--- src/rtl/nibble_program_loader_if.sv ---
// Stream and CPU-side signals of the nibble program loader.
// The slave is the loader itself; the master is whoever streams programs in and fetches instructions.
interface nibble_program_loader_if;
  logic       start;
  logic [3:0] in_nibble;
  logic       in_valid;
  logic       in_ready;
  logic [4:0] program_counter;
  logic [7:0] instruction;
  logic       cpu_reset;
  logic       loading;
  logic       done;
  logic       error;

  modport master (
    output start, in_nibble, in_valid, program_counter,
    input  in_ready, instruction, cpu_reset, loading, done, error
  );

  modport slave (
    input  start, in_nibble, in_valid, program_counter,
    output in_ready, instruction, cpu_reset, loading, done, error
  );
endinterface

--- src/rtl/nibble_program_loader.sv ---
// Loads a 32x8 instruction RAM from a length-prefixed nibble stream, zero-fills the tail,
// and holds the CPU in reset until the image is complete.
module nibble_program_loader #(
  parameter int DEPTH   = 32,
  parameter int ADDR_W  = 5,
  parameter int INSTR_W = 8
) (
  input  logic                    clk,
  input  logic                    reset,
  nibble_program_loader_if.slave  bus
);

  typedef enum logic [2:0] {
    S_IDLE, S_LEN_HI, S_LEN_LO, S_INS_HI, S_INS_LO, S_FILL, S_RUN, S_ERR
  } state_t;

  localparam logic [ADDR_W-1:0] LAST_ADDR = ADDR_W'(DEPTH - 1);

  state_t              r_state;
  state_t              w_state_next;
  logic [ADDR_W-1:0]   r_len;
  logic [ADDR_W-1:0]   w_len_next;
  logic [ADDR_W-1:0]   r_wr_addr;
  logic [ADDR_W-1:0]   w_wr_addr_next;
  logic [3:0]          r_hi;
  logic [3:0]          w_hi_next;
  logic                r_in_ready;
  logic                r_cpu_reset;
  logic                r_loading;
  logic                r_done;
  logic                r_error;
  logic                w_xfer;
  logic                w_wr_en;
  logic [INSTR_W-1:0]  w_wr_data;
  logic [INSTR_W-1:0]  r_mem [DEPTH];

  assign w_xfer = bus.in_valid & r_in_ready;

  always_comb begin
    w_state_next   = r_state;
    w_len_next     = r_len;
    w_wr_addr_next = r_wr_addr;
    w_hi_next      = r_hi;
    w_wr_en        = 1'b0;
    w_wr_data      = '0;
    case (r_state)
      S_IDLE: begin
        if (bus.start) w_state_next = S_LEN_HI;
      end
      S_LEN_HI: begin
        if (w_xfer) begin
          // Only 32 words exist, so the length high nibble may only be 0 or 1.
          if (bus.in_nibble > 4'd1) begin
            w_state_next = S_ERR;
          end else begin
            w_len_next[4] = bus.in_nibble[0];
            w_state_next  = S_LEN_LO;
          end
        end
      end
      S_LEN_LO: begin
        if (w_xfer) begin
          w_len_next[3:0] = bus.in_nibble;
          w_wr_addr_next  = '0;
          w_state_next    = S_INS_HI;
        end
      end
      S_INS_HI: begin
        if (w_xfer) begin
          w_hi_next    = bus.in_nibble;
          w_state_next = S_INS_LO;
        end
      end
      S_INS_LO: begin
        if (w_xfer) begin
          w_wr_en   = 1'b1;
          w_wr_data = {r_hi, bus.in_nibble};
          if (r_wr_addr == r_len) begin
            if (r_len == LAST_ADDR) begin
              w_state_next = S_RUN;
            end else begin
              w_state_next   = S_FILL;
              w_wr_addr_next = r_wr_addr + ADDR_W'(1);
            end
          end else begin
            w_wr_addr_next = r_wr_addr + ADDR_W'(1);
            w_state_next   = S_INS_HI;
          end
        end
      end
      S_FILL: begin
        w_wr_en   = 1'b1;
        w_wr_data = '0;
        if (r_wr_addr == LAST_ADDR) w_state_next   = S_RUN;
        else                        w_wr_addr_next = r_wr_addr + ADDR_W'(1);
      end
      S_RUN: begin
        if (bus.start) w_state_next = S_LEN_HI;
      end
      S_ERR: begin
        if (bus.start) w_state_next = S_LEN_HI;
      end
      default: w_state_next = S_IDLE;
    endcase
  end

  // Outputs are decoded from the next state so they line up with r_state.
  always_ff @(posedge clk) begin
    if (reset) begin
      r_state     <= S_IDLE;
      r_len       <= '0;
      r_wr_addr   <= '0;
      r_hi        <= '0;
      r_in_ready  <= 1'b0;
      r_cpu_reset <= 1'b1;
      r_loading   <= 1'b0;
      r_done      <= 1'b0;
      r_error     <= 1'b0;
    end else begin
      r_state     <= w_state_next;
      r_len       <= w_len_next;
      r_wr_addr   <= w_wr_addr_next;
      r_hi        <= w_hi_next;
      r_in_ready  <= (w_state_next == S_LEN_HI) || (w_state_next == S_LEN_LO) ||
                     (w_state_next == S_INS_HI) || (w_state_next == S_INS_LO);
      r_cpu_reset <= (w_state_next != S_RUN);
      r_loading   <= (w_state_next == S_LEN_HI) || (w_state_next == S_LEN_LO) ||
                     (w_state_next == S_INS_HI) || (w_state_next == S_INS_LO) ||
                     (w_state_next == S_FILL);
      r_done      <= (w_state_next == S_RUN);
      r_error     <= (w_state_next == S_ERR);
    end
  end

  // RAM contents survive reset; only a write in progress is suppressed.
  always_ff @(posedge clk) begin
    if (w_wr_en && !reset) r_mem[r_wr_addr] <= w_wr_data;
  end

  assign bus.instruction = r_mem[bus.program_counter];
  assign bus.in_ready    = r_in_ready;
  assign bus.cpu_reset   = r_cpu_reset;
  assign bus.loading     = r_loading;
  assign bus.done        = r_done;
  assign bus.error       = r_error;

endmodule

--- src/flat_wrapper.sv ---
// flat-port wrapper written by rule: the top's interface ports become plain ports
module nibble_program_loader_flat 
#(
  parameter int DEPTH   = 32,
  parameter int ADDR_W  = 5,
  parameter int INSTR_W = 8
)
  (clk, reset, bus_start, bus_in_nibble, bus_in_valid, bus_program_counter, bus_in_ready, bus_instruction, bus_cpu_reset, bus_loading, bus_done, bus_error);
  nibble_program_loader_if bus_i ();
  input  logic clk;
  input  logic reset;
  input wire logic [$bits(bus_i.start)-1:0] bus_start;
  input wire logic [$bits(bus_i.in_nibble)-1:0] bus_in_nibble;
  input wire logic [$bits(bus_i.in_valid)-1:0] bus_in_valid;
  input wire logic [$bits(bus_i.program_counter)-1:0] bus_program_counter;
  output wire logic [$bits(bus_i.in_ready)-1:0] bus_in_ready;
  output wire logic [$bits(bus_i.instruction)-1:0] bus_instruction;
  output wire logic [$bits(bus_i.cpu_reset)-1:0] bus_cpu_reset;
  output wire logic [$bits(bus_i.loading)-1:0] bus_loading;
  output wire logic [$bits(bus_i.done)-1:0] bus_done;
  output wire logic [$bits(bus_i.error)-1:0] bus_error;
  assign bus_i.start = bus_start;
  assign bus_i.in_nibble = bus_in_nibble;
  assign bus_i.in_valid = bus_in_valid;
  assign bus_i.program_counter = bus_program_counter;
  assign bus_in_ready = bus_i.in_ready;
  assign bus_instruction = bus_i.instruction;
  assign bus_cpu_reset = bus_i.cpu_reset;
  assign bus_loading = bus_i.loading;
  assign bus_done = bus_i.done;
  assign bus_error = bus_i.error;
  nibble_program_loader #(.DEPTH(DEPTH), .ADDR_W(ADDR_W), .INSTR_W(INSTR_W)) u_core (.clk(clk), .reset(reset), .bus(bus_i));
endmodule
--- config.mk ---
export PLATFORM = sky130hd
export DESIGN_NAME = nibble_program_loader_flat
export DESIGN_NICKNAME = d
export VERILOG_FILES = /design/src/rtl/nibble_program_loader_if.sv /design/src/rtl/nibble_program_loader.sv /design/src/flat_wrapper.sv
export SDC_FILE = /design/constraint.sdc
export NUM_CORES = 1
export LEC_CHECK = 0
export BUFFER_PORTS_ARGS = -buffer_cell sky130_fd_sc_hd__buf_2
export CORE_MARGIN = 3
export CORE_UTILIZATION = 45
export DETAILED_ROUTE_END_ITERATION = 8
export GPL_TIMING_DRIVEN = 0
export SYNTH_ARGS = -nofsm -noshare
export SYNTH_HDL_FRONTEND = slang
export SYNTH_SLANG_ARGS = --single-unit
--- constraint.sdc ---
create_clock -name clk -period 4.2 [get_ports clk]
set_clock_uncertainty 0.05 [all_clocks]
set_input_delay 1.05 -clock clk [delete_from_list [all_inputs] [get_ports clk]]
set_output_delay 1.05 -clock clk [all_outputs]
set_load 0.005 [all_outputs]
# Yosys cells after proc, flatten, opt, wreduce, memory -nomap -nowiden
# Memories as Yosys holds them, arrays and structs flattened.
# Cells that the tools add are included.
# classes
bitwise_logic,2
reduce_logical,13
muxes,22
magnitude_cmp,1
n_addsub,1
eq_ne,22
# ops
op,n
two-way mux 5 bit,5
"equality test 3 bit, second input constant",8
two-way mux 3 bit,8
one-hot mux 3 bit (6 select lines),1
two-way mux 8 bit,2
one-hot mux 5 bit (3 select lines),1
"equality test 3 x 2 -> 1 bit, second input constant",4
"equality test 5 bit, second input constant",2
"equality test 3 x 1 -> 1 bit, second input constant",2
"inequality test 3 bit, second input constant",2
"adder 5 x 1 -> 5 bit, second input constant",1
equality test 5 bit,1
AND reduction 5 bit,1
"greater-than comparator 4 x 1 -> 1 bit, second input constant",1
logical OR 1 bit,4
"inequality test 2 x 1 -> 1 bit, second input constant",2
AND reduction 2 bit,2
zero test 3 bit,1
two-way mux 1 bit,3
AND reduction 3 bit,1
nonzero test 3 bit,1
OR reduction 3 bit,1
two-way mux 2 bit,1
"inequality test 2 bit, second input constant",1
5 further kinds,5
# word_totals
n_memories,1
ram_bits,256
inputBits,13
out_inout_bits,13
regBits,22
word_cells,72
# mem_list
memory,words,word_bits,rd,rd_ports_with_merged_regs,write_ports,line,rtl
u_core.r_mem,32,8,1,0,1,nibble_program_loader.sv:35,logic [INSTR_W-1:0] r_mem [DEPTH];

# Longest topological paths before layout
# Gate-level depths: netlist of the first run.
# depth
depth_word,10
depth_mapped,8
mapped_depth_nobuf,8

# Worst setup path before layout of the first run
# No wires, ideal clock.
# synth_path
kind,input to output
startpoint,in bus_program_counter[1]
endpoint,out bus_instruction[0]
path_buffers,2
path_slack_ps,349
required_ps,3100
stages,5
t_arrival_ps,2751
cell_sequence,clkbuf_1 clkbuf_1 mux4_2 mux4_2 mux2_2
# synth_via
elab_chain_len,1
# synth_lines
element,line,rtl
"start, declared",flat_wrapper.sv:15,input wire logic [$bits(bus_i.program_counter)-1:0] bus_program_counter;
memory read (32 x 8 bit),--,
"end, declared",flat_wrapper.sv:17,output wire logic [$bits(bus_i.instruction)-1:0] bus_instruction;
# No other way between the ends.

# Final worst setup path of the first run
# layout_path
startpoint,in bus_program_counter[1]
endpoint,out bus_instruction[2]
# Same word-level chain as after synthesis.

==> results of run 1 <==
## sequential cells by signal, summed over array words and instances (netlist names)
register	count
u_core.bus.in_ready	1
u_core.r_mem	256
u_core.r_wr_addr	5
u_core.bus.cpu_reset	1
u_core.r_state	3
u_core.bus.loading	1
u_core.bus.done	1
u_core.bus.error	1
u_core.r_hi	4
u_core.r_len	5
## worst paths after layout
check | to | depth (start not counted) | start
hold reg to reg | u_core.r_hi[0] | 2 | u_core.r_hi[0]
setup / recovery | bus_instruction[2] | 6 | bus_program_counter[1]
hold / removal | u_core.r_hi[0] | 2 | u_core.r_hi[0]
setup reg to reg | u_core.r_mem[8][2] | 5 | u_core.r_state[2]
## layer usage
layer,global-route usage (%),vias to the layer above,wire (um)
li1,-,2362,-
met3,3.45,33,1480
met1,25.6,2767,10100
met4,4.38,0,412
met2,27.4,167,10800
met5,0,-,0
## per-stage QoR
stage               cells  utilization (%)
floorplan             554                -
CTS                   943             52.1
global placement      893             48.6
detailed placement    893             48.6
finish                943             52.1
global route          943             52.1
## power by group through the flow
| stage | clock network (mW) | logic, mW | registers [mW] |
|---|---|---|---|
| 3_5_place_dp | 0 | 0.264 | 3.07 |
| 5_1_grt | 2.39 | 0.284 | 3.01 |
| 3_3_place_gp | 0 | 0.258 | 3.06 |
| 4_1_cts | 2.28 | 0.265 | 3.01 |
| 6_report | 2.23 | 0.263 | 3.01 |
| 2_1_floorplan | 0 | 0.187 | 3.06 |
## worst max-delay path, delay by kind of cell
kind                   cells  cell delay [ps]
buffers and inverters      3              750
muxes                      3             1220
## layout make-up
type	instances	share of cell area, %
Multi-Input combinational cell	245	22.7
Clock buffer	33	5.77
Sequential cell	278	65.3
Inverter	2	0.0603
Clock inverter	17	0.855
Tap cell	319	3.21
Timing Repair Buffer	20	0.804
Buffer	29	1.25
## what timing repair did
action | CTS | global route
setup endpoints to repair | 8 | 1
gates resized for setup | 7 | 2
hold buffers | 0 | 0
## cell families after synthesis
| logic type | synth area share (%) |
|---|---|
| multiplexers | 17.9 |
| AND/OR/NAND/NOR | 4.93 |
| AO/OA/AOI/OAI | 1.48 |
| flip-flops | 73.2 |
| XOR/XNOR | 0.552 |
| adder cells (fa/ha/maj) | 0.563 |
| buffers and inverters | 1.35 |
## cells in the final DEF, fill, tap and decap left out, types with 4 or more instances in the layout
| cell | count |
|---|---|
| edfxtp_1 | 256 |
| mux4_2 | 80 |
| nor2_1 | 58 |
| clkbuf_16 | 27 |
| buf_2 | 26 |
| dfxtp_1 | 22 |
| clkbuf_1 | 13 |
| nand2_1 | 10 |
| and2_1 | 10 |
| mux2_2 | 9 |
| mux2i_1 | 9 |
| clkinv_1 | 8 |
| a21oi_1 | 7 |
| xnor2_1 | 6 |
| clkinv_2 | 6 |
| buf_4 | 5 |
| nand3b_1 | 5 |
| ha_1 | 5 |
| clkbuf_2 | 4 |
| or3b_2 | 4 |
| nand3_1 | 4 |
==> metrics.md, run 1 <==
| Metric | Value |
|---|---|
| Number of DRC markers in iteration 0 | roughly 550 |
| Comb pwr share | under 10% |
| Psw | approximately 1.1 mW |
| Hold Crit Class | flop to flop |
| Sw frac | 20.3% |
| RePlAce Congestion | between 0.7 and 0.8 |
| Final Hold Violating Endpoints | 0 |
| Slew headroom | under 10% |
| Max Freq | between 200 and 250 MHz |
| Final HPWL DP | ~15000 um |
| Arr. time, crit path | around 3000 ps |
| Final setup viols | 0 |
| Status | finished, final reports clean |
| Largest net degree at the start of global routing | 33 |
| Layout area overhead | 12.0% |
| Initial DRT Pass Iterations | 4 |
| Total congestion overflow | 0 |
| Prevailing post-synth register cell | edfxtp_1 |
| DP Worst Slack | -510 ps |
| Vias in the first global route | about 5500 |
| Post-DRT Antenna Nets | 0 |
| Post-synth top cells | edfxtp_1, mux4_2, nor2_1 |
| Pwr per Cell Area | 442 nW/um2 |
| Multi-input combinational cell area | 2830 um2 |
| IO Port Bufs | 20 |
| Starting Density | a little under half |
| IR drop worst, VDD | roughly 0.00027 V |
| Num rows | 56 |
| R2r setup slk | roughly 1100 ps |
| CTS tree | done |
| Clock transition at the registers of the reported paths | around 60 ps |
| DRC violations left | 0 |
| Vias per cell | between 5 and 6 |
| Drt wl/cell | between 20 and 25 um |
| Slowest Stage Delay on Critical Path | approximately 530 ps |
| WHS | 457 ps |
| Nets | between 600 and 700 |
| Design Area, Final | around 12000 um2 |
| Filler Cell Count | 1890 |
| Dominant cell type by area after synthesis | edfxtp_1 |
| Yosys reg bits | approximately 280 |
| Synth top area cells | edfxtp_1, mux4_2, dfxtp_1, nor2_1, mux2_2 |
| Layout cells sized above 1 | between 20% and 30% |
| Routed WL | about 23000 um |
| Postcts setup bufs | 0 |
| Mapped Nets | roughly 570 |
| Yosys top cell area share | between 60 and 70% |
| Min Tclk post-route | just over 4000 ps |
| Core area | about 24000 um2 |
| Die height | roughly 160 um |
| Total CTS buffers | 27 |
| Die Width | roughly 160 um |
| Worst Max-Slew Pin Slew | about 1400 ps |
| Total track usage | roughly 17% |
| Max-cap viol count | 0 |
| Clock power share | between 40% and 50% |
| Placed cell areas | roughly 12000 um2 |
| Worst-path fanout max | 10 |
| Int Pwr | between 4 and 5 mW |
| Clock root buffer | clkbuf_16 |
| CP endpoint kind | output port |
| Worst setup path class | input port to output port |
| Worst setup margin | 77.1 ps |
| Via count of the routed design | around 5300 |
| Worst path slowest cell | mux4_2 |
| CTS max path bufs | 3 |
| First-pass GRT wire length | ~34000 um |
| Pins Over Slew Limit | 0 |
| RSZ-0062 raised after global routing | no |
| Syn_area_per_cell | roughly 20 um2 |
| Reg area | a little over 8000 um2 |
| WP data required | slightly above 3000 ps |
| Cells after synthesis | ~550 |
| Crit path cell chain | clkbuf_2 -> clkbuf_2 -> mux4_2 -> mux4_2 -> mux2_2 -> buf_2 |
| Power, Total | approximately 5.5 mW |
| Number of sinks on the clock net | 278 |
| Startpoint types | input port |
| Die Area | about 27000 um2 |
| Antenna Cells | 0 |
| Clock H-tree levels | 1 |
| Antenna violations before repair | 0 |
| Clock latency on the worst-skew pair | 520 ps |
| Sequential share of power | a little over half |
| Period utilization | a little over nine tenths |
| # IOs | 26 |
| Count leader, synth | edfxtp_1 |
| Post-synth EDFFs | 256 |
| Fraction of registers with async set/reset | 0% |
| Fraction of the yosys area taken by sequential cells | about three quarters |
| Synth unique cells | between 40 and 50 |
| Pleak | 4.30 nW |
| Post-Syn Area | approximately 11000 um2 |
| Ys Warns | 0 |
| Setup_tns | 0 ps |
Power figures use the tool's default switching activity.
==> run 2, diff against run 1 <==
- BUFFER_PORTS_ARGS: -buffer_cell sky130_fd_sc_hd__buf_2 -> unset
- DONT_BUFFER_PORTS: unset -> 1
==> run 2 against run 1 <==
Compared with the run above: clock-buffer cell count rose by 5; cell area decreased by 0.25%; maximum frequency increased by 3.0%; clock power increased by 5%; largest power group unchanged; sequential share of layout area increased by 0.16 points; cell count down 1.9%; highest routed layer unchanged; setup slack better by 120 ps.
==> metrics.md, run 2 (same netlist as run 1, synthesis figures left out) <==
| Metric | Value |
|---|---|
| Layout cells sized above 1 | between 20% and 30% |
| Multi-input combinational cell area | roughly 2800 um2 |
| Period utilization | between 90 and 100% |
| Die Width | about 160 um |
| WP data required | a little over 3000 ps |
| CP endpoint kind | output port |
| Vias per cell | ~5.7 |
| Nets | ~600 |
| Placed cell areas | between 10000 and 15000 um2 |
| Design Area, Final | roughly 12000 um2 |
| Antenna violations before repair | 0 |
| Buf+Inv Stages, Crit Path | 2 |
| Pwr per Cell Area | between 400 and 500 nW/um2 |
| Worst path slowest cell | mux4_2 |
| Worst Max-Slew Pin Slew | 1340 ps |
| Pins Over Slew Limit | 0 |
| Most frequent cells in the layout | edfxtp_1, mux4_2, nor2_1 |
| Slew headroom | a little over a tenth |
| Layout area overhead | 11.7% |
| IO Port Bufs | 0 |
| CTS max path bufs | 3 |
| Filler Cell Count | 1853 |
| Largest net degree at the start of global routing | 33 |
| Clock H-tree levels | 1 |
| Total congestion overflow | 0 |
| Max-cap viol count | 0 |
| Postcts setup bufs | 0 |
| Setup_tns | 0 ps |
| Clock root buffer | clkbuf_16 |
| Total CTS buffers | 28 |
| Post-DRT Antenna Nets | 0 |
| Pleak | 4.24 nW |
| Most common cell after layout, fill and taps aside | edfxtp_1 |
| Routed WL | roughly 23000 um |
| Worst setup path class | input port to output port |
| Final Hold Violating Endpoints | 0 |
| Crit path cell chain | clkbuf_2 -> clkbuf_2 -> mux4_2 -> mux4_2 -> mux2_2 |
| Drt wl/cell | between 20 and 25 um |
| # IOs | 26 |
| Die Area | about 27000 um2 |
| Final setup viols | 0 |
| Clock transition at the registers of the reported paths | ~60 ps |
| CTS tree | done |
| Antenna Cells | 0 |
| Min Tclk post-route | 4000 ps |
| Number of DRC markers in iteration 0 | roughly 670 |
| RePlAce Congestion | about 0.82 |
| DRC violations left | 0 |
| Die height | about 160 um |
| Arr. time, crit path | between 2000 and 3000 ps |
| Total track usage | 17.6% |
| Initial DRT Pass Iterations | 7 |
| Reg area | between 8000 and 9000 um2 |
| Largest reg by FF count | u_core.r_mem |
| Starting Density | 46.5% |
| Startpoint types | input port |
| Vias in the first global route | 5398 |
| Biggest regs | u_core.r_mem x256, u_core.r_len x5, u_core.r_wr_addr x5 |
| Clock latency on the worst-skew pair | around 520 ps |
| Via count of the routed design | ~5300 |
| Max Freq | ~250 MHz |
| Hold Crit Class | flop to flop |
| RSZ-0062 raised after global routing | no |
| Critical path's top delay family | multiplexers |
| Max FFs per register | approximately 260 |
| Number of sinks on the clock net | roughly 280 |
| First-pass GRT wire length | 34700 um |
| Worst-path fanout max | 10 |
| Status | finished, final reports clean |
| Slowest Stage Delay on Critical Path | 490 ps |
| Hold-fix buffers, CTS | 0 |
| Core area | 23900 um2 |
| Num rows | between 50 and 60 |
| Final HPWL DP | approximately 15000 um |
| IR drop worst, VDD | between 0.0003 and 0.0004 V |
[run 2: cell type report]
| cell class | instances | share of cell area (%) |
|---|---|---|
| sequential | 278 | 65.5 |
| multi-input combinational | 245 | 22.8 |
| clock buffer | 38 | 6.12 |
| tap | 319 | 3.22 |
| buffer | 29 | 1.22 |
| clock inverter | 13 | 0.887 |
| timing repair buffer | 1 | 0.222 |
| inverter | 2 | 0.0605 |
[run 2: metrics by stage]
step / power [mW] / std cells / worst slack (ps) / utilization (%) / hold slack [ps]
floorplan: 3.25 / 554 / 349 / - / 405
global placement: 3.31 / 873 / -359 / 48.2 / 422
detailed placement: 3.31 / 873 / -343 / 48.2 / 433
CTS: 5.64 / 924 / 164 / 51.8 / 446
global route: 5.79 / 925 / 138 / 51.9 / 469
finish: 5.59 / 925 / 197 / 51.9 / 442
[run 2: per-layer routing]
metal | track usage [%] | vias up | wire length, um
met2 | 27.3 | 183 | 10800
li1 | - | 2316 | -
met4 | 4.34 | 0 | 420
met5 | 0 | - | 0
met3 | 3.55 | 35 | 1700
met1 | 26.0 | 2727 | 9660
[run 2: power breakdown]
part           leakage, nW  total [mW]  switching [mW]  internal (mW)
sequential            2.84        3.01          0.0116           3.00
combinational        0.975       0.243           0.136          0.107
clock                0.423        2.34           0.957           1.38
[run 2: worst paths after layout]
check                           slack [ps]            endpoint  depth (start not counted)              startpoint
worst min-delay path                   440      u_core.r_hi[2]                          2          u_core.r_hi[2]
worst max register to register        1080  u_core.r_mem[4][1]                          5       u_core.r_state[2]
worst max-delay path                   200  bus_instruction[4]                          5  bus_program_counter[1]
worst min register to register         440      u_core.r_hi[2]                          2          u_core.r_hi[2]
[run 2: tightest hold or removal path, delay by kind of cell, from the launching register on]
kind / cells / cell delay, ps
DFF: 1 / 320
muxes: 1 / 70
and+or+nand+nor: 1 / 70
[run 2: what timing repair did]
action,4_1_cts,5_1_grt
hold endpoints to repair,0,0
gates resized for setup,7,0
setup endpoints to repair,8,0
==> run 3, diff against run 2 <==
- PLACE_DENSITY: unset -> 0.59
==> run 3 against run 2 <==
Compared with the run above: clock power rose by 3%; power rose by 1.4%; die area did not move; via count rose by 2.1%; sequential power barely moved; global-route usage rose by 0.51 points; combinational power rose by 2%; cell count did not move; clock-buffer cell count rose by 2; first-iteration DRC count rose by 1.0%.
==> metrics.md, run 3 (same netlist as run 1, synthesis figures left out) <==
| Metric | Value |
|---|---|
| CTS max path bufs | 3 |
| Antenna Cells | 0 |
| Multi-input combinational cell area | between 2000 and 3000 um2 |
| Die Width | 163 um |
| Vias in the first global route | around 5400 |
| Crit path cell chain | clkbuf_2 -> clkbuf_2 -> mux4_2 -> mux4_2 -> mux2_2 |
| Biggest regs | u_core.r_mem x256, u_core.r_len x5, u_core.r_wr_addr x5 |
| Die Area | about 27000 um2 |
| Hold Crit Class | flop to flop |
| DRC violations left | 0 |
| DP Worst Slack | -398 ps |
| Placed cell areas | between 10000 and 15000 um2 |
| Slew headroom | 6.89% |
| First-pass GRT wire length | 35400 um |
| CTS tree | done |
| Pwr per Cell Area | 457 nW/um2 |
| RSZ-0062 raised after global routing | no |
| # IOs | 26 |
| WP data required | between 3000 and 4000 ps |
| Via count of the routed design | roughly 5400 |
| Slowest Stage Delay on Critical Path | 490 ps |
| Critical path's top delay family | multiplexers |
| Total CTS buffers | 28 |
| Layout area overhead | 11.7% |
| Nets | approximately 600 |
| Worst setup margin | between 100 and 150 ps |
| Final Hold Violating Endpoints | 0 |
| Non-Filler Instances | a little over 900 |
| Layout cells sized above 1 | 25.9% |
| Total congestion overflow | 0 |
| Clock root buffer | clkbuf_16 |
| Final setup viols | 0 |
| Number of DRC markers in iteration 0 | about 680 |
| Max FFs per register | 256 |
| IO Port Bufs | 0 |
| Worst-path fanout max | 10 |
| Postcts setup bufs | 0 |
| Antenna violations before repair | 0 |
| Die height | 163 um |
| Worst path slowest cell | mux4_2 |
| Number of sinks on the clock net | 278 |
| Most common cell after layout, fill and taps aside | edfxtp_1 |
| Most frequent cells in the layout | edfxtp_1, mux4_2, nor2_1 |
| Num rows | between 50 and 60 |
| Final Util | 51.9% |
| Largest net degree at the start of global routing | 33 |
| Final HPWL DP | about 15000 um |
| Hold-fix buffers, CTS | 0 |
| Initial DRT Pass Iterations | 5 |
| Pleak | around 4.3 nW |
| Arr. time, crit path | around 3000 ps |
| Vias per cell | 5.81 |
| Clock latency on the worst-skew pair | approximately 530 ps |
| Startpoint types | input port |
| Filler Cell Count | between 1500 and 2000 |
| Clock H-tree levels | 1 |
| Max Freq | approximately 250 MHz |
| Starting Density | between 40% and 50% |
| Design Area, Final | about 12000 um2 |
| Reg area | 8130 um2 |
| Worst setup path class | input port to output port |
| Max-cap viol count | 0 |
| Period utilization | 96.6% |
| Status | finished, final reports clean |
| Total track usage | 18.1% |
| RePlAce Congestion | a little over 0.8 |
| Largest reg by FF count | u_core.r_mem |
| Min Tclk post-route | 4060 ps |
| Buf+Inv Stages, Crit Path | 2 |
| Routed WL | ~23000 um |
| R2r setup slk | 1000 ps |
| Core area | between 20000 and 25000 um2 |
| CP endpoint kind | output port |
| Clock transition at the registers of the reported paths | around 60 ps |
| Worst Max-Slew Pin Slew | between 1000 and 1500 ps |
| DP Cell Count | around 870 |
| Drt wl/cell | 25.4 um |
| Post-DRT Antenna Nets | 0 |
| Pins Over Slew Limit | 0 |
| IR drop worst, VDD | 0.000261 V |
run 3: timing repair:
action / in CTS / in global routing
endpoints found under the setup margin: 8 / 0
hold endpoints to repair: 0 / 0
gates resized for setup: 7 / 0
run 3: metrics by stage:
step	hold slack (ps)	TNS (ps)	total power, mW
3_5_place_dp	432	-2920	3.32
3_3_place_gp	423	-2730	3.31
5_1_grt	485	0	5.84
6_report	440	0	5.67
4_1_cts	447	0	5.71
2_1_floorplan	405	0	3.25
run 3: area by class of cell:
| class | instances | share of cell area (%) |
|---|---|---|
| Sequential cell | 278 | 65.5 |
| Multi-Input combinational cell | 245 | 22.8 |
| Clock buffer | 40 | 6.32 |
| Inverter | 2 | 0.0605 |
| Clock inverter | 12 | 0.877 |
| Tap cell | 319 | 3.22 |
| Buffer | 29 | 1.22 |
run 3: path summary, 6_finish.rpt:
kind	cells after the start	end	from
max	5	bus_instruction[6]	bus_program_counter[1]
min	2	u_core.r_hi[0]	u_core.r_hi[0]
max reg2reg	5	u_core.r_mem[19][1]	u_core.r_state[2]
min reg2reg	2	u_core.r_hi[0]	u_core.r_hi[0]
run 3: where the power goes:
part	internal (mW)	total (mW)	switching, mW
Sequential	3.00	3.01	0.0120
Combinational	0.107	0.249	0.142
Clock	1.42	2.41	0.994
Total	4.52	5.67	1.15
run 3: tightest hold or removal path, stage by stage, from the launching register on:
cell and delay, ps:
dfxtp_1 320, mux2i_1 70, nor2_1 70
run 3: per-layer routing:
layer  up-vias  routed length [um]  track usage (%)
met1      2829               10400             26.9
met5         -                   0                0
met3        28                1630             3.80
li1       2327                   -                -
met4         0                 328             3.42
met2       190               11100             28.3
